--- src/rtl/cvmcu_dbg_halt_pkg.sv ---
// Shared types and constants for the multi-hart debug halt controller.
package cvmcu_dbg_halt_pkg;

    // Per-hart halt state, also exported on hart_state_o.
    typedef enum logic [1:0] {
        IDLE   = 2'd0,
        REQ    = 2'd1,
        HALTED = 2'd2,
        TOUT   = 2'd3
    } hart_state_e;

    localparam int DEF_NUM_HARTS   = 4;
    localparam int DEF_REQ_MIN_CYC = 3;
    localparam int DEF_TIMEOUT_CYC = 64;
    localparam int DEF_STOP_DLY    = 2;

    // Bits needed to hold 0..max_val; never less than one bit so a
    // zero-length delay still yields a legal vector.
    function automatic int cnt_width(input int max_val);
        int w;
        w = $clog2(max_val + 1);
        if (w < 1) begin
            return 1;
        end else begin
            return w;
        end
    endfunction

endpackage

--- src/rtl/cvmcu_dbg_halt_ctrl_if.sv ---
// Bundle of the debug-module side and core side signals of the halt controller.
interface cvmcu_dbg_halt_ctrl_if #(
    parameter int NUM_HARTS = 4
);
    logic [NUM_HARTS-1:0]   dbg_req_i;
    logic [NUM_HARTS-1:0]   halted_i;
    logic                   clr_timeout_i;
    logic [NUM_HARTS-1:0]   debug_req_o;
    logic                   stoptimer_o;
    logic [NUM_HARTS-1:0]   timeout_o;
    logic [2*NUM_HARTS-1:0] hart_state_o;

    // Controller side.
    modport slave (
        input  dbg_req_i, halted_i, clr_timeout_i,
        output debug_req_o, stoptimer_o, timeout_o, hart_state_o
    );

    // Debug module / core side.
    modport master (
        output dbg_req_i, halted_i, clr_timeout_i,
        input  debug_req_o, stoptimer_o, timeout_o, hart_state_o
    );
endinterface

--- src/rtl/cvmcu_dbg_hart_fsm.sv ---
// One hart's halt sequencer: request hold, halt-ack tracking and sticky timeout.
module cvmcu_dbg_hart_fsm
    import cvmcu_dbg_halt_pkg::*;
#(
    parameter int REQ_MIN_CYC = DEF_REQ_MIN_CYC,
    parameter int TIMEOUT_CYC = DEF_TIMEOUT_CYC
) (
    input  logic        clk,
    input  logic        reset_n,
    input  logic        dbg_req,
    input  logic        halted,
    input  logic        clr_timeout,
    output logic        debug_req,
    output logic        timeout,
    output hart_state_e state,
    output logic        halted_nxt
);
    localparam int CW = cnt_width(TIMEOUT_CYC);
    localparam logic [CW-1:0] HOLD_LAST = CW'(REQ_MIN_CYC - 1);
    localparam logic [CW-1:0] TOUT_LAST = CW'(TIMEOUT_CYC - 1);
    localparam logic [CW-1:0] CNT_MAX   = CW'(TIMEOUT_CYC);

    hart_state_e   state_r;
    hart_state_e   state_nxt_s;
    logic [CW-1:0] cnt_r;
    logic [CW-1:0] cnt_nxt_s;
    logic          set_tout_s;
    logic          debug_req_r;
    logic          timeout_r;

    // Next-state decision; an ack is only honoured once the request has been held long enough.
    always_comb begin
        state_nxt_s = state_r;
        cnt_nxt_s   = cnt_r;
        set_tout_s  = 1'b0;
        case (state_r)
            IDLE: begin
                if (halted) begin
                    state_nxt_s = HALTED;
                end else if (dbg_req) begin
                    state_nxt_s = REQ;
                    cnt_nxt_s   = {CW{1'b0}};
                end else begin
                    state_nxt_s = IDLE;
                end
            end
            REQ: begin
                if (cnt_r == CNT_MAX) begin
                    cnt_nxt_s = cnt_r;
                end else begin
                    cnt_nxt_s = cnt_r + CW'(1'b1);
                end
                if (halted && (cnt_r >= HOLD_LAST)) begin
                    state_nxt_s = HALTED;
                end else if (!halted && (cnt_r == TOUT_LAST)) begin
                    state_nxt_s = TOUT;
                    set_tout_s  = 1'b1;
                end else begin
                    state_nxt_s = REQ;
                end
            end
            HALTED: begin
                if (!halted) begin
                    state_nxt_s = IDLE;
                end else begin
                    state_nxt_s = HALTED;
                end
            end
            TOUT: begin
                if (halted) begin
                    state_nxt_s = HALTED;
                end else if (!dbg_req) begin
                    state_nxt_s = IDLE;
                end else begin
                    state_nxt_s = TOUT;
                end
            end
            default: begin
                state_nxt_s = IDLE;
            end
        endcase
    end

    // State, counter, request and sticky timeout registers.
    always_ff @(posedge clk or negedge reset_n) begin
        if (!reset_n) begin
            state_r     <= IDLE;
            cnt_r       <= {CW{1'b0}};
            debug_req_r <= 1'b0;
            timeout_r   <= 1'b0;
        end else begin
            state_r     <= state_nxt_s;
            cnt_r       <= cnt_nxt_s;
            debug_req_r <= (state_nxt_s == REQ);
            if (set_tout_s) begin
                timeout_r <= 1'b1;
            end else if (clr_timeout) begin
                timeout_r <= 1'b0;
            end else begin
                timeout_r <= timeout_r;
            end
        end
    end

    assign debug_req  = debug_req_r;
    assign timeout    = timeout_r;
    assign state      = state_r;
    // Look-ahead halted flag lets the stop timer assert in the same cycle as the state update.
    assign halted_nxt = (state_nxt_s == HALTED);

endmodule

--- src/rtl/cvmcu_dbg_halt_ctrl.sv ---
// Multi-hart debug halt controller: per-hart sequencers plus aggregated stop-timer request.
module cvmcu_dbg_halt_ctrl
    import cvmcu_dbg_halt_pkg::*;
#(
    parameter int NUM_HARTS   = DEF_NUM_HARTS,
    parameter int REQ_MIN_CYC = DEF_REQ_MIN_CYC,
    parameter int TIMEOUT_CYC = DEF_TIMEOUT_CYC,
    parameter int STOP_DLY    = DEF_STOP_DLY
) (
    input  logic                  clk,
    input  logic                  reset_n,
    cvmcu_dbg_halt_ctrl_if.slave  bus
);
    localparam int SW = cnt_width(STOP_DLY);
    localparam logic [SW-1:0] STOP_LAST = SW'(STOP_DLY);

    logic [NUM_HARTS-1:0]   debug_req_s;
    logic [NUM_HARTS-1:0]   timeout_s;
    logic [NUM_HARTS-1:0]   halted_nxt_s;
    logic [2*NUM_HARTS-1:0] hart_state_s;
    logic                   any_halted_nxt_s;
    logic [SW-1:0]          stop_cnt_r;
    logic                   stoptimer_r;

    for (genvar h = 0; h < NUM_HARTS; h++) begin : g_hart
        hart_state_e st_s;

        cvmcu_dbg_hart_fsm #(
            .REQ_MIN_CYC (REQ_MIN_CYC),
            .TIMEOUT_CYC (TIMEOUT_CYC)
        ) u_fsm (
            .clk         (clk),
            .reset_n     (reset_n),
            .dbg_req     (bus.dbg_req_i[h]),
            .halted      (bus.halted_i[h]),
            .clr_timeout (bus.clr_timeout_i),
            .debug_req   (debug_req_s[h]),
            .timeout     (timeout_s[h]),
            .state       (st_s),
            .halted_nxt  (halted_nxt_s[h])
        );

        assign hart_state_s[2*h +: 2] = st_s;
    end

    assign any_halted_nxt_s = |halted_nxt_s;

    // Stop-timer delay: counts while any hart is halted, saturates at the delay, clears when none is.
    always_ff @(posedge clk or negedge reset_n) begin
        if (!reset_n) begin
            stop_cnt_r  <= {SW{1'b0}};
            stoptimer_r <= 1'b0;
        end else if (!any_halted_nxt_s) begin
            stop_cnt_r  <= {SW{1'b0}};
            stoptimer_r <= 1'b0;
        end else begin
            stoptimer_r <= (stop_cnt_r == STOP_LAST);
            if (stop_cnt_r != STOP_LAST) begin
                stop_cnt_r <= stop_cnt_r + SW'(1'b1);
            end else begin
                stop_cnt_r <= stop_cnt_r;
            end
        end
    end

    assign bus.debug_req_o  = debug_req_s;
    assign bus.timeout_o    = timeout_s;
    assign bus.hart_state_o = hart_state_s;
    assign bus.stoptimer_o  = stoptimer_r;

endmodule

--- src/flat_wrapper.sv ---
// flat-port wrapper written by rule: the top's interface ports become plain ports
module cvmcu_dbg_halt_ctrl_flat import cvmcu_dbg_halt_pkg::*;
#(
    parameter int NUM_HARTS   = DEF_NUM_HARTS,
    parameter int REQ_MIN_CYC = DEF_REQ_MIN_CYC,
    parameter int TIMEOUT_CYC = DEF_TIMEOUT_CYC,
    parameter int STOP_DLY    = DEF_STOP_DLY
)
  (clk, reset_n, bus_dbg_req_i, bus_halted_i, bus_clr_timeout_i, bus_debug_req_o, bus_stoptimer_o, bus_timeout_o, bus_hart_state_o);
  cvmcu_dbg_halt_ctrl_if #(.NUM_HARTS(NUM_HARTS)) bus_i ();
  input  logic clk;
  input  logic reset_n;
  input wire logic [$bits(bus_i.dbg_req_i)-1:0] bus_dbg_req_i;
  input wire logic [$bits(bus_i.halted_i)-1:0] bus_halted_i;
  input wire logic [$bits(bus_i.clr_timeout_i)-1:0] bus_clr_timeout_i;
  output wire logic [$bits(bus_i.debug_req_o)-1:0] bus_debug_req_o;
  output wire logic [$bits(bus_i.stoptimer_o)-1:0] bus_stoptimer_o;
  output wire logic [$bits(bus_i.timeout_o)-1:0] bus_timeout_o;
  output wire logic [$bits(bus_i.hart_state_o)-1:0] bus_hart_state_o;
  assign bus_i.dbg_req_i = bus_dbg_req_i;
  assign bus_i.halted_i = bus_halted_i;
  assign bus_i.clr_timeout_i = bus_clr_timeout_i;
  assign bus_debug_req_o = bus_i.debug_req_o;
  assign bus_stoptimer_o = bus_i.stoptimer_o;
  assign bus_timeout_o = bus_i.timeout_o;
  assign bus_hart_state_o = bus_i.hart_state_o;
  cvmcu_dbg_halt_ctrl #(.NUM_HARTS(NUM_HARTS), .REQ_MIN_CYC(REQ_MIN_CYC), .TIMEOUT_CYC(TIMEOUT_CYC), .STOP_DLY(STOP_DLY)) u_core (.clk(clk), .reset_n(reset_n), .bus(bus_i));
endmodule
--- config.mk ---
export PLATFORM = sky130hd
export DESIGN_NAME = cvmcu_dbg_halt_ctrl_flat
export DESIGN_NICKNAME = d
export VERILOG_FILES = /design/src/rtl/cvmcu_dbg_halt_pkg.sv /design/src/rtl/cvmcu_dbg_halt_ctrl_if.sv /design/src/rtl/cvmcu_dbg_hart_fsm.sv /design/src/rtl/cvmcu_dbg_halt_ctrl.sv /design/src/flat_wrapper.sv
export SDC_FILE = /design/constraint.sdc
export NUM_CORES = 1
export LEC_CHECK = 0
export ABC_AREA = 1
export BUFFER_PORTS_ARGS = -buffer_cell sky130_fd_sc_hd__buf_4
export CAP_MARGIN = 30
export CORE_MARGIN = 2
export CORE_UTILIZATION = 49
export CTS_CLUSTER_SIZE = 20
export DETAILED_ROUTE_END_ITERATION = 6
export GPL_TIMING_DRIVEN = 0
export HOLD_SLACK_MARGIN = 0.03
export PLACE_DENSITY = 0.78
export SLEW_MARGIN = 20
export SYNTH_ARGS = -nofsm -noshare
export SYNTH_HDL_FRONTEND = slang
export SYNTH_HIERARCHICAL = 1
export SYNTH_SLANG_ARGS = --single-unit
--- constraint.sdc ---
create_clock -name clk -period 2.9 [get_ports clk]
set_input_delay 0.29 -clock clk [delete_from_list [all_inputs] [get_ports clk]]
set_output_delay 0.29 -clock clk [all_outputs]
set_load 0.05 [all_outputs]
# == Yosys cells after proc, flatten, opt, wreduce, memory -nomap -nowiden ==
# Index checks and enable logic that the tools add are counted.
# totals
register_bits,47
in_bits,11
output_inout_bits,17
# classes
addsub,5
n_lt_le_gt_ge,4
n_eq_ne,43
mux,68
n_reduce_logical,29
# ops
cell,count
$mux 7,12
$pmux 7 s2,4
$mux 2,26
$pmux 2 s4,4
$add 7x1->7 const B,4
$eq 7x6->1 const B,4
$eq 7x7->1 const B,4
$ge 7x2->1 const B,4
$ne 2x2->1 const B,14
$eq 2x2->1 const B,13
$mux 1,22
$eq 2x1->1 const B,8
$reduce_and 4->1,4
$reduce_bool 2->1,8
$logic_and 1x1->1,8
$logic_not 2->1,4
$logic_not 1->1,4
$reduce_or 4->1,1
$add 2x1->2 const B,1

# == Longest topological paths before layout ==
# Gate-level depths: netlist of run 1.
# logic_depth
ltp_word,8
mapped_depth,10
mapped_depth_nobuf,10

# == Hierarchy ==
# The synthesis of run 1 kept the hierarchy.
# modules_own_cells
mod,instances,cells_each,area_each_um2
cvmcu_dbg_hart_fsm,4,93,708.2
cvmcu_dbg_halt_ctrl,1,25,170.2

# == Worst setup path before layout of run 1 ==
# No wires, ideal clock.
# synth_path
path_type,register to register
start,reg u_core.g_hart[0].u_fsm.state_r[1]
end,reg u_core.stoptimer_r (netlist: u_core/bus.stoptimer_o)
arrival_time_ns,1.422
required_time_ns,2.781
setup_slack_ns,1.359
stages_incl_launch_ff,10
cell_sequence,dfrtp_1 inv_1 nand2_2 nor2_1 a21oi_2 o21ai_2 inv_1 nand2_1 nor2_1 nor2_1
# synth_via
elab_chain_len,5
word_cells_on_any_way,8
classes_between,eq/ne: 4; mux: 2; reduce/logical: 2
# synth_rtl
element,line,source
from (decl),cvmcu_dbg_hart_fsm.sv:23,hart_state_e state_r;
from (signal assigned),cvmcu_dbg_hart_fsm.sv:92,state_r <= state_nxt_s;
$eq 2x2->1 (tied with other cells),cvmcu_dbg_hart_fsm.sv:36,case (state_r)
$pmux 2 s4 *,cvmcu_dbg_hart_fsm.sv:36,
$eq 2x2->1 *,cvmcu_dbg_hart_fsm.sv:109,assign halted_nxt = (state_nxt_s == HALTED);
net u_core.halted_nxt_s[0],cvmcu_dbg_halt_ctrl.sv:19,logic [NUM_HARTS-1:0] halted_nxt_s;
$reduce_or 4->1 *,cvmcu_dbg_halt_ctrl.sv:46,assign any_halted_nxt_s = |halted_nxt_s;
$mux 1 *,cvmcu_dbg_halt_ctrl.sv:53,end else if (!any_halted_nxt_s) begin
to (signal assigned),cvmcu_dbg_halt_ctrl.sv:57,stoptimer_r <= (stop_cnt_r == STOP_LAST);
to (decl),cvmcu_dbg_halt_ctrl.sv:23,logic stoptimer_r;
# Mark *: on every way through the listed nets, which the timed path passes. The rest lies on a longest branch.
# A chain may end at the register's enable or synchronous reset.

# == Worst setup path after layout of run 1 ==
# layout_path
start,reg u_core.g_hart[3].u_fsm.cnt_r[0]
end,reg u_core.stop_cnt_r[0]
# layout_via
elab_chain_len,8
word_cells_on_any_way,11
classes_between,order compare: 1; eq/ne: 3; mux: 4; reduce/logical: 3
# layout_rtl
element,line,source
from (decl),cvmcu_dbg_hart_fsm.sv:25,logic [CW-1:0] cnt_r;
from (signal assigned),cvmcu_dbg_hart_fsm.sv:88,cnt_r <= {CW{1'b0}};
from (signal assigned),cvmcu_dbg_hart_fsm.sv:93,cnt_r <= cnt_nxt_s;
branches (longest 3 deep; another with $ge 7x2->1),-,
$mux 2 *,cvmcu_dbg_hart_fsm.sv:53,if (halted && (cnt_r >= HOLD_LAST)) begin
$pmux 2 s4 *,cvmcu_dbg_hart_fsm.sv:36,
$eq 2x2->1 *,cvmcu_dbg_hart_fsm.sv:109,
net u_core.halted_nxt_s[3],cvmcu_dbg_halt_ctrl.sv:19,
$reduce_or 4->1 *,cvmcu_dbg_halt_ctrl.sv:46,
$ne 2x2->1 (no source line) / $mux 2 (equally long branches),-,
to (signal assigned),cvmcu_dbg_halt_ctrl.sv:51,stop_cnt_r <= {SW{1'b0}};
to (signal assigned),cvmcu_dbg_halt_ctrl.sv:54,stop_cnt_r <= {SW{1'b0}};
to (signal assigned),cvmcu_dbg_halt_ctrl.sv:59,stop_cnt_r <= stop_cnt_r + SW'(1'b1);
to (decl),cvmcu_dbg_halt_ctrl.sv:22,logic [SW-1:0] stop_cnt_r;
# Mark *: on every way through the listed nets, which the timed path passes.

==> metrics, run 1 <==
synth warn 6; mean post-synth cell area 7.56 um2; power share of the combinational group 51.9%; Max Fanout on Critical Path 5; DIE AREA just under 0.007 mm2; post-DP HPWL 4390 um; multi-input combinational cell area 0.00158 mm2; most common cell in the netlist nand2_1; clock power share 12.8%; Synth cell types 21; switching part of the total around half; register area ~0.0012 mm2; post-CTS sizing 0; Vias/cell 4.97; Clock Skew 0.0119 ns; via count 2524; Synth top area share 39.2%; TNS Setup 0 ns; Reg2Reg Setup Slack 1.28 ns; first-pass GRT wire length 10300 um; CTS max path bufs 2; initial antenna violation count 0; PwrDens 904 mW/mm2; Hold Path Class in -> reg; f_max approximately 0.62 GHz; placed cell count 499; Synth area leaders dfrtp_1 39%, nand2_1 14%, inv_1 6.8%; Hold Vio Cnt, Final 0; syn_nets 421; Final #Nets 456; NetSw 1.54 mW; layout cells sized above 1 24.7%; IO Count 28; type of origin of the critical path flop; Congestion Overflow GR 0; IO buf count 27; Die Wd slightly above 80 um; pre-CTS WS 1.27 ns; power share of the sequential group 35.3%; crit share post-route 56.0%; ANT nets after route 0; number of global-route vias before repair 2306; Seq/Total Area, Yosys 39.2%; die height ~80 um; initial drt markers 159; Final Critical Period 1.62 ns; final worst setup slack between 1 and 1.5 ns; clk_lat worst skew 0.31 ns; hold buffers post-CTS 1; largest net degree at the start of global routing 48; # fillers approximately 540; RePlAce Congestion 0.809; Critical Path RT between 3 and 4 ns; Least-Margin Pin Slew 0.595 ns; cell count after synthesis between 300 and 400; CTS tree yes; kind of end point of the critical path flop; area grow syn2layout 12.9%; Cell Int Power 1.52 mW; # H-tree levels 2; all-layer global routing usage between 10% and 20%; RSZ-0062 raised after global routing false; DRC errors left 0; Core ar. 0.00592 mm2; CTS root buffer clkbuf_8; post-synth top area cell dfrtp_1; leakage power between 1.5 and 2 nW; Post-synth top cells 111 x nand2_1, 54 x inv_1, 47 x dfrtp_1; Clock Sinks between 40 and 50; max-cap viol count 0; Post-CTS Setup Bufs 0; row count 28; clk slew on worst S/H paths 0.09 ns; Final Slew Violations 0; wire per inst 11.7 um; status finished clean; Worst IR Drop VDD about 0.85 mV; Async S/R FF share, synth 100%; diode count 0; Layout Cells excl Fill 508; Slew HR 60.3%; critical path arrival 1.83 ns; EDFF count, synth 0; Main synth FF type dfrtp_1; Synth Register Bits 47; starting density of the core 50.7%; Pre-Repair DR Iteration Count 4; mapped cell area 0.00300 mm2; Num CTS Buffers 5; final setup vio count 0; final WL between 5000 and 6000 um; Worst Setup Path Type reg -> reg
layout make-up:
class | instances | share of cell area (%)
Multi-Input combinational cell | 283 | 46.5
Clock inverter | 1 | 0.148
Inverter | 67 | 7.42
Clock buffer | 7 | 2.25
Sequential cell | 47 | 34.7
Timing Repair Buffer | 28 | 6.27
Tap cell | 75 | 2.77
critical path: stages, from the launching register on:
cell     delay [ns]
dfrtp_1        0.43
inv_1          0.10
ha_1           0.20
nor3_1         0.23
nand2_2        0.09
nand3_2        0.08
o21ai_2        0.08
inv_1          0.06
nand2_1        0.04
nor2_1         0.14
nor2_1         0.06
power groups by stage:
stage	Sequential [mW]	Clock, mW	Combinational [mW]
detailed placement	1.09	0	1.60
global route	1.12	0.437	1.78
global placement	1.08	0	1.54
floorplan	1.34	0	0.943
finish	1.08	0.393	1.59
CTS	1.08	0.411	1.60
state kept, by name (all words and copies together) (netlist names):
register / flops
u_core/bus.stoptimer_o: 1
u_core/g_hart.u_fsm/state: 8
u_core/g_hart.u_fsm/timeout: 4
u_core/stop_cnt_r: 2
u_core/g_hart.u_fsm/cnt_r: 28
u_core/g_hart.u_fsm/debug_req: 4
metal layers:
| layer | vias to the layer above | global-route usage, % | wire, um |
|---|---|---|---|
| li1 | 1306 | - | - |
| met1 | 1169 | 26.5 | 2830 |
| met2 | 41 | 32.4 | 2830 |
| met3 | 8 | 3.37 | 192 |
| met4 | 0 | 7.83 | 110 |
| met5 | - | 0 | 0 |
path summary, 6_finish.rpt:
| check | startpoint | to | cells past startpoint |
|---|---|---|---|
| worst max-delay path | u_core/g_hart[3].u_fsm/cnt_r[0] | u_core/stop_cnt_r[0] | 10 |
| worst min-delay path | bus_clr_timeout_i | u_core/g_hart[2].u_fsm/timeout | 2 |
| worst max register to register | u_core/g_hart[3].u_fsm/cnt_r[0] | u_core/stop_cnt_r[0] | 10 |
| worst min register to register | u_core/g_hart[2].u_fsm/timeout | u_core/g_hart[2].u_fsm/timeout | 2 |
| max in group asynchronous | reset_n | u_core/g_hart[2].u_fsm/timeout | 2 |
| min in group asynchronous | reset_n | u_core/g_hart[0].u_fsm/cnt_r[2] | 2 |
cells in the final DEF (no fill, tap or decap), drive strengths merged, types with 7 or more instances in the layout:
cell type	netlist	layout
nor2	37	37
a21oi	8	8
nand3	40	40
clkbuf	0	7
ha	13	13
buf	0	27
dfrtp	47	47
o21ai	33	33
inv	67	67
nand2	136	136
through the flow:
step | power, mW | instance area, um2 | util, % | hold WS [ns]
after global placement | 2.62 | 3300 | 55.7 | 0.343
final | 3.07 | 3390 | 57.3 | 0.225
after detailed placement | 2.69 | 3300 | 55.7 | 0.345
after CTS | 3.09 | 3390 | 57.3 | 0.211
after global routing | 3.34 | 3390 | 57.3 | 0.201
after floorplan | 2.28 | 3000 | - | -0.00559
kinds of logic (layout without fill, tap and decap cells):
kind of cell               Yosys count  in the layout  synth area share [%]
xor gates and xnor gates             4              4                  1.17
adders and majority gates           13             13                  5.42
buffers and inverters               67            103                  8.37
AOI/OAI and AO/OA                   45             45                  9.33
DFF                                 47             47                  39.2
and+or+nand+nor                    221            221                  36.5
No activity file was read; power rests on OpenSTA's default activity.
==> inputs of run 2 (changes only) <==
--- a/config.mk
+++ b/config.mk
@@ -5,7 +5,7 @@
 export SDC_FILE = /design/constraint.sdc
 export NUM_CORES = 1
 export LEC_CHECK = 0
-export ABC_AREA = 1
+export ABC_AREA = 0
 export BUFFER_PORTS_ARGS = -buffer_cell sky130_fd_sc_hd__buf_4
 export CAP_MARGIN = 30
 export CORE_MARGIN = 2
@@ -14,7 +14,7 @@
 export DETAILED_ROUTE_END_ITERATION = 6
 export GPL_TIMING_DRIVEN = 0
 export HOLD_SLACK_MARGIN = 0.03
-export PLACE_DENSITY = 0.78
+export PLACE_DENSITY = 0.81
 export SLEW_MARGIN = 20
 export SYNTH_ARGS = -nofsm -noshare
 export SYNTH_HDL_FRONTEND = slang
==> constraint.sdc (replaced) <==
create_clock -name clk -period 1.35 [get_ports clk]
set_input_delay 0.135 -clock clk [delete_from_list [all_inputs] [get_ports clk]]
set_output_delay 0.135 -clock clk [all_outputs]
set_load 0.05 [all_outputs]
==> metrics, run 2 <==
Max Fanout on Critical Path 3 (-2); kind of end point of the critical path flop; wire per inst 16.0 um (+36%); mapped cell area 0.00281 mm2 (-6.5%); Clock Skew 0.00235 ns (-0.00955 ns); multi-input combinational cell area 0.00198 mm2 (+26%); max-cap viol count 0 (unchanged); Post-synth top cells 47 x dfrtp_1, 25 x nand2_1, 25 x nor2_1; synth warn 6 (unchanged); Seq/Total Area, Yosys 41.9% (+2.7 points); Worst Setup Path Type reg -> reg; leakage power 1.69 nW (-0.49%); initial antenna violation count 0 (unchanged); IO Count 28 (unchanged); peak per-stage delay on the critical path 0.54 ns (+0.11 ns); post-synth top area cell dfrtp_1; type of origin of the critical path flop; Slew HR 60.5% (+0.21 points); critical path arrival 2.33 ns (+0.50 ns); most frequent CP cell or4_4; starting density of the core 51.0% (+0.29 points); Die Wd 79.7 um (-3.1%); cell area after layout 0.00401 mm2 (+18%); row count 27 (-3.6%); Critical Path RT 1.54 ns (-1.56 ns); Worst Hold Margin 0.0697 ns (-0.155 ns); Worst IR Drop VDD 1.02 mV (+20%); initial drt markers 177 (+11%); Final Critical Period 2.14 ns (+0.511 ns); total chip power 8.03 mW (+160%); syn_nets 328 (-22%); DIE AREA 0.00635 mm2 (-6.1%); largest net degree at the start of global routing 48 (unchanged); Main synth FF type dfrtp_1; failing checks negative setup slack; critical path's top delay family simple AND/OR/NAND/NOR gates; Least-Margin Pin Slew 0.592 ns (-0.00320 ns); die height 79.7 um (-3.1%); Synth top area share 41.9% (+2.7 points); Final Slew Violations 0 (unchanged); Synth area leaders dfrtp_1 42%, ha_1 5.8%, o21ai_0 4.3%; number of global-route vias before repair 2507 (+8.7%); Synth cell types 32 (+52%); status finished, violations left; mean post-synth cell area 9.24 um2 (+22%); clk slew on worst S/H paths 0.09 ns (about the same); final worst setup slack -0.785 ns (-2.06 ns); RSZ-0062 raised after global routing true; CTS root buffer clkbuf_8; via count 2666 (+5.6%); Area after DPL 0.00325 mm2 (-1.6%); Clock Sinks 47 (unchanged); Async S/R FF share, synth 100% (unchanged); CP Cell Sequence or4_4 > or4_4 > o21a_4 > nor4_4 > nor2b_1; Biggest register u_core/g_hart.u_fsm/cnt_r; Hold Path Class in -> reg; worst path bufs/invs 0 (-2); Hold Vio Cnt, Final 0 (unchanged); final WL 7180 um (+20%); crit share post-route 158% (+100 points); CTS max path bufs 2 (unchanged); # fillers 369 (-31%); layout cells sized above 1 44.0% (+19 points); area grow syn2layout 42.7%; ANT nets after route 0 (unchanged); post-DP HPWL 4170 um (-5.0%); commonest non-fill, non-tap cell in the layout buf_4; Synth Register Bits 47 (unchanged); Core ar. 0.00551 mm2 (-7.0%); # H-tree levels 2 (unchanged); EDFF count, synth 0 (unchanged); PwrDens 2000 mW/mm2 (+120%); max FFs per register 28 (unchanged); IO buf count 23 (-15%); CTS tree yes; register area 0.00119 mm2 (+1.3%); Vias/cell 5.94 (+20%); Final #Nets 400 (-12%); Congestion Overflow GR 0 (unchanged); RePlAce Congestion 0.786 (-2.8%); CP max stage cell or4_4; Num CTS Buffers 5 (unchanged); all-layer global routing usage 22.9% (+2.9 points); clk_lat worst skew 0.30 ns (about the same); pre-CTS WS -0.843 ns (-2.11 ns); f_max 0.468 GHz (-24%); cell count after synthesis 304 (-23%); DRC errors left 0 (unchanged); utilization of the core after routing 72.8% (+16 points); most frequent cells in the layout 56 x buf_4, 35 x dfrtp_1, 23 x nand2_1, 21 x nor2_1, 15 x o21ai_1; diode count 0 (unchanged); Pre-Repair DR Iteration Count 4 (unchanged); final setup vio count 43 (+43); most common cell in the netlist dfrtp_1; first-pass GRT wire length 11500 um (+12%)
==> run 2: timing repair <==
action,in CTS,in global routing
hold endpoints to repair,47,0
gates resized for setup,51,45
pin swaps,32,27
setup endpoints to repair,43,44
gates cloned,0,0
hold buffers,1,0
buffers inserted,33,13
==> run 2: final timing paths <==
path                                            startpoint                               to  slack [ns]  cells after the start
max                        u_core/g_hart[0].u_fsm/cnt_r[2]           u_core/bus.stoptimer_o       -0.79                      5
min                                      bus_clr_timeout_i   u_core/g_hart[1].u_fsm/timeout        0.07                      2
min reg2reg                 u_core/g_hart[3].u_fsm/timeout   u_core/g_hart[3].u_fsm/timeout        0.53                      2
max in group asynchronous                          reset_n  u_core/g_hart[0].u_fsm/state[0]        0.54                      2
max reg2reg                u_core/g_hart[0].u_fsm/cnt_r[2]           u_core/bus.stoptimer_o       -0.79                      5
min in group asynchronous                          reset_n  u_core/g_hart[2].u_fsm/cnt_r[5]        0.36                      2
==> run 2: per-layer routing <==
layer	GRT usage, %	part of all wire [%]	vias to the layer above
li1	-	-	1259
met1	29.3	43	1316
met2	39.3	51	77
met3	3.17	4.0	14
met4	8.10	1.8	0
met5	0	0	-
==> run 2: layout make-up <==
type                       instances  share of cell area (%)
tap                               72                    2.25
timing repair buffer              69                    14.1
buffer                             4                   0.375
sequential                        47                    29.7
clock buffer                       8                    2.50
multi-input combinational        232                    49.4
inverter                          17                    1.65
==> run 2: cells by family after synthesis <==
kind of cell | Yosys count | synth area share [%]
AOI/OAI and AO/OA | 85 | 19.4
xor gates and xnor gates | 1 | 0.312
adders and majority gates | 13 | 5.79
buffers and inverters | 25 | 3.34
DFF | 47 | 41.9
muxes | 4 | 1.43
and+or+nand+nor | 129 | 27.8
==> run 2: stage by stage <==
stage / TNS, ns / instances
finish: -15.69 / 449
global route: -17.88 / 449
CTS: -13.47 / 437
detailed placement: -15.08 / 399
global placement: -14.11 / 399
floorplan: -11.75 / 304
==> run 2: where the power goes <==
| part | leakage (nW) | switching [mW] | internal, mW | total, mW |
|---|---|---|---|---|
| clock network | 0.0515 | 0.495 | 0.469 | 0.964 |
| logic | 1.03 | 2.52 | 2.27 | 4.78 |
| registers | 0.609 | 0.470 | 1.81 | 2.28 |
| total | 1.69 | 3.48 | 4.54 | 8.03 |
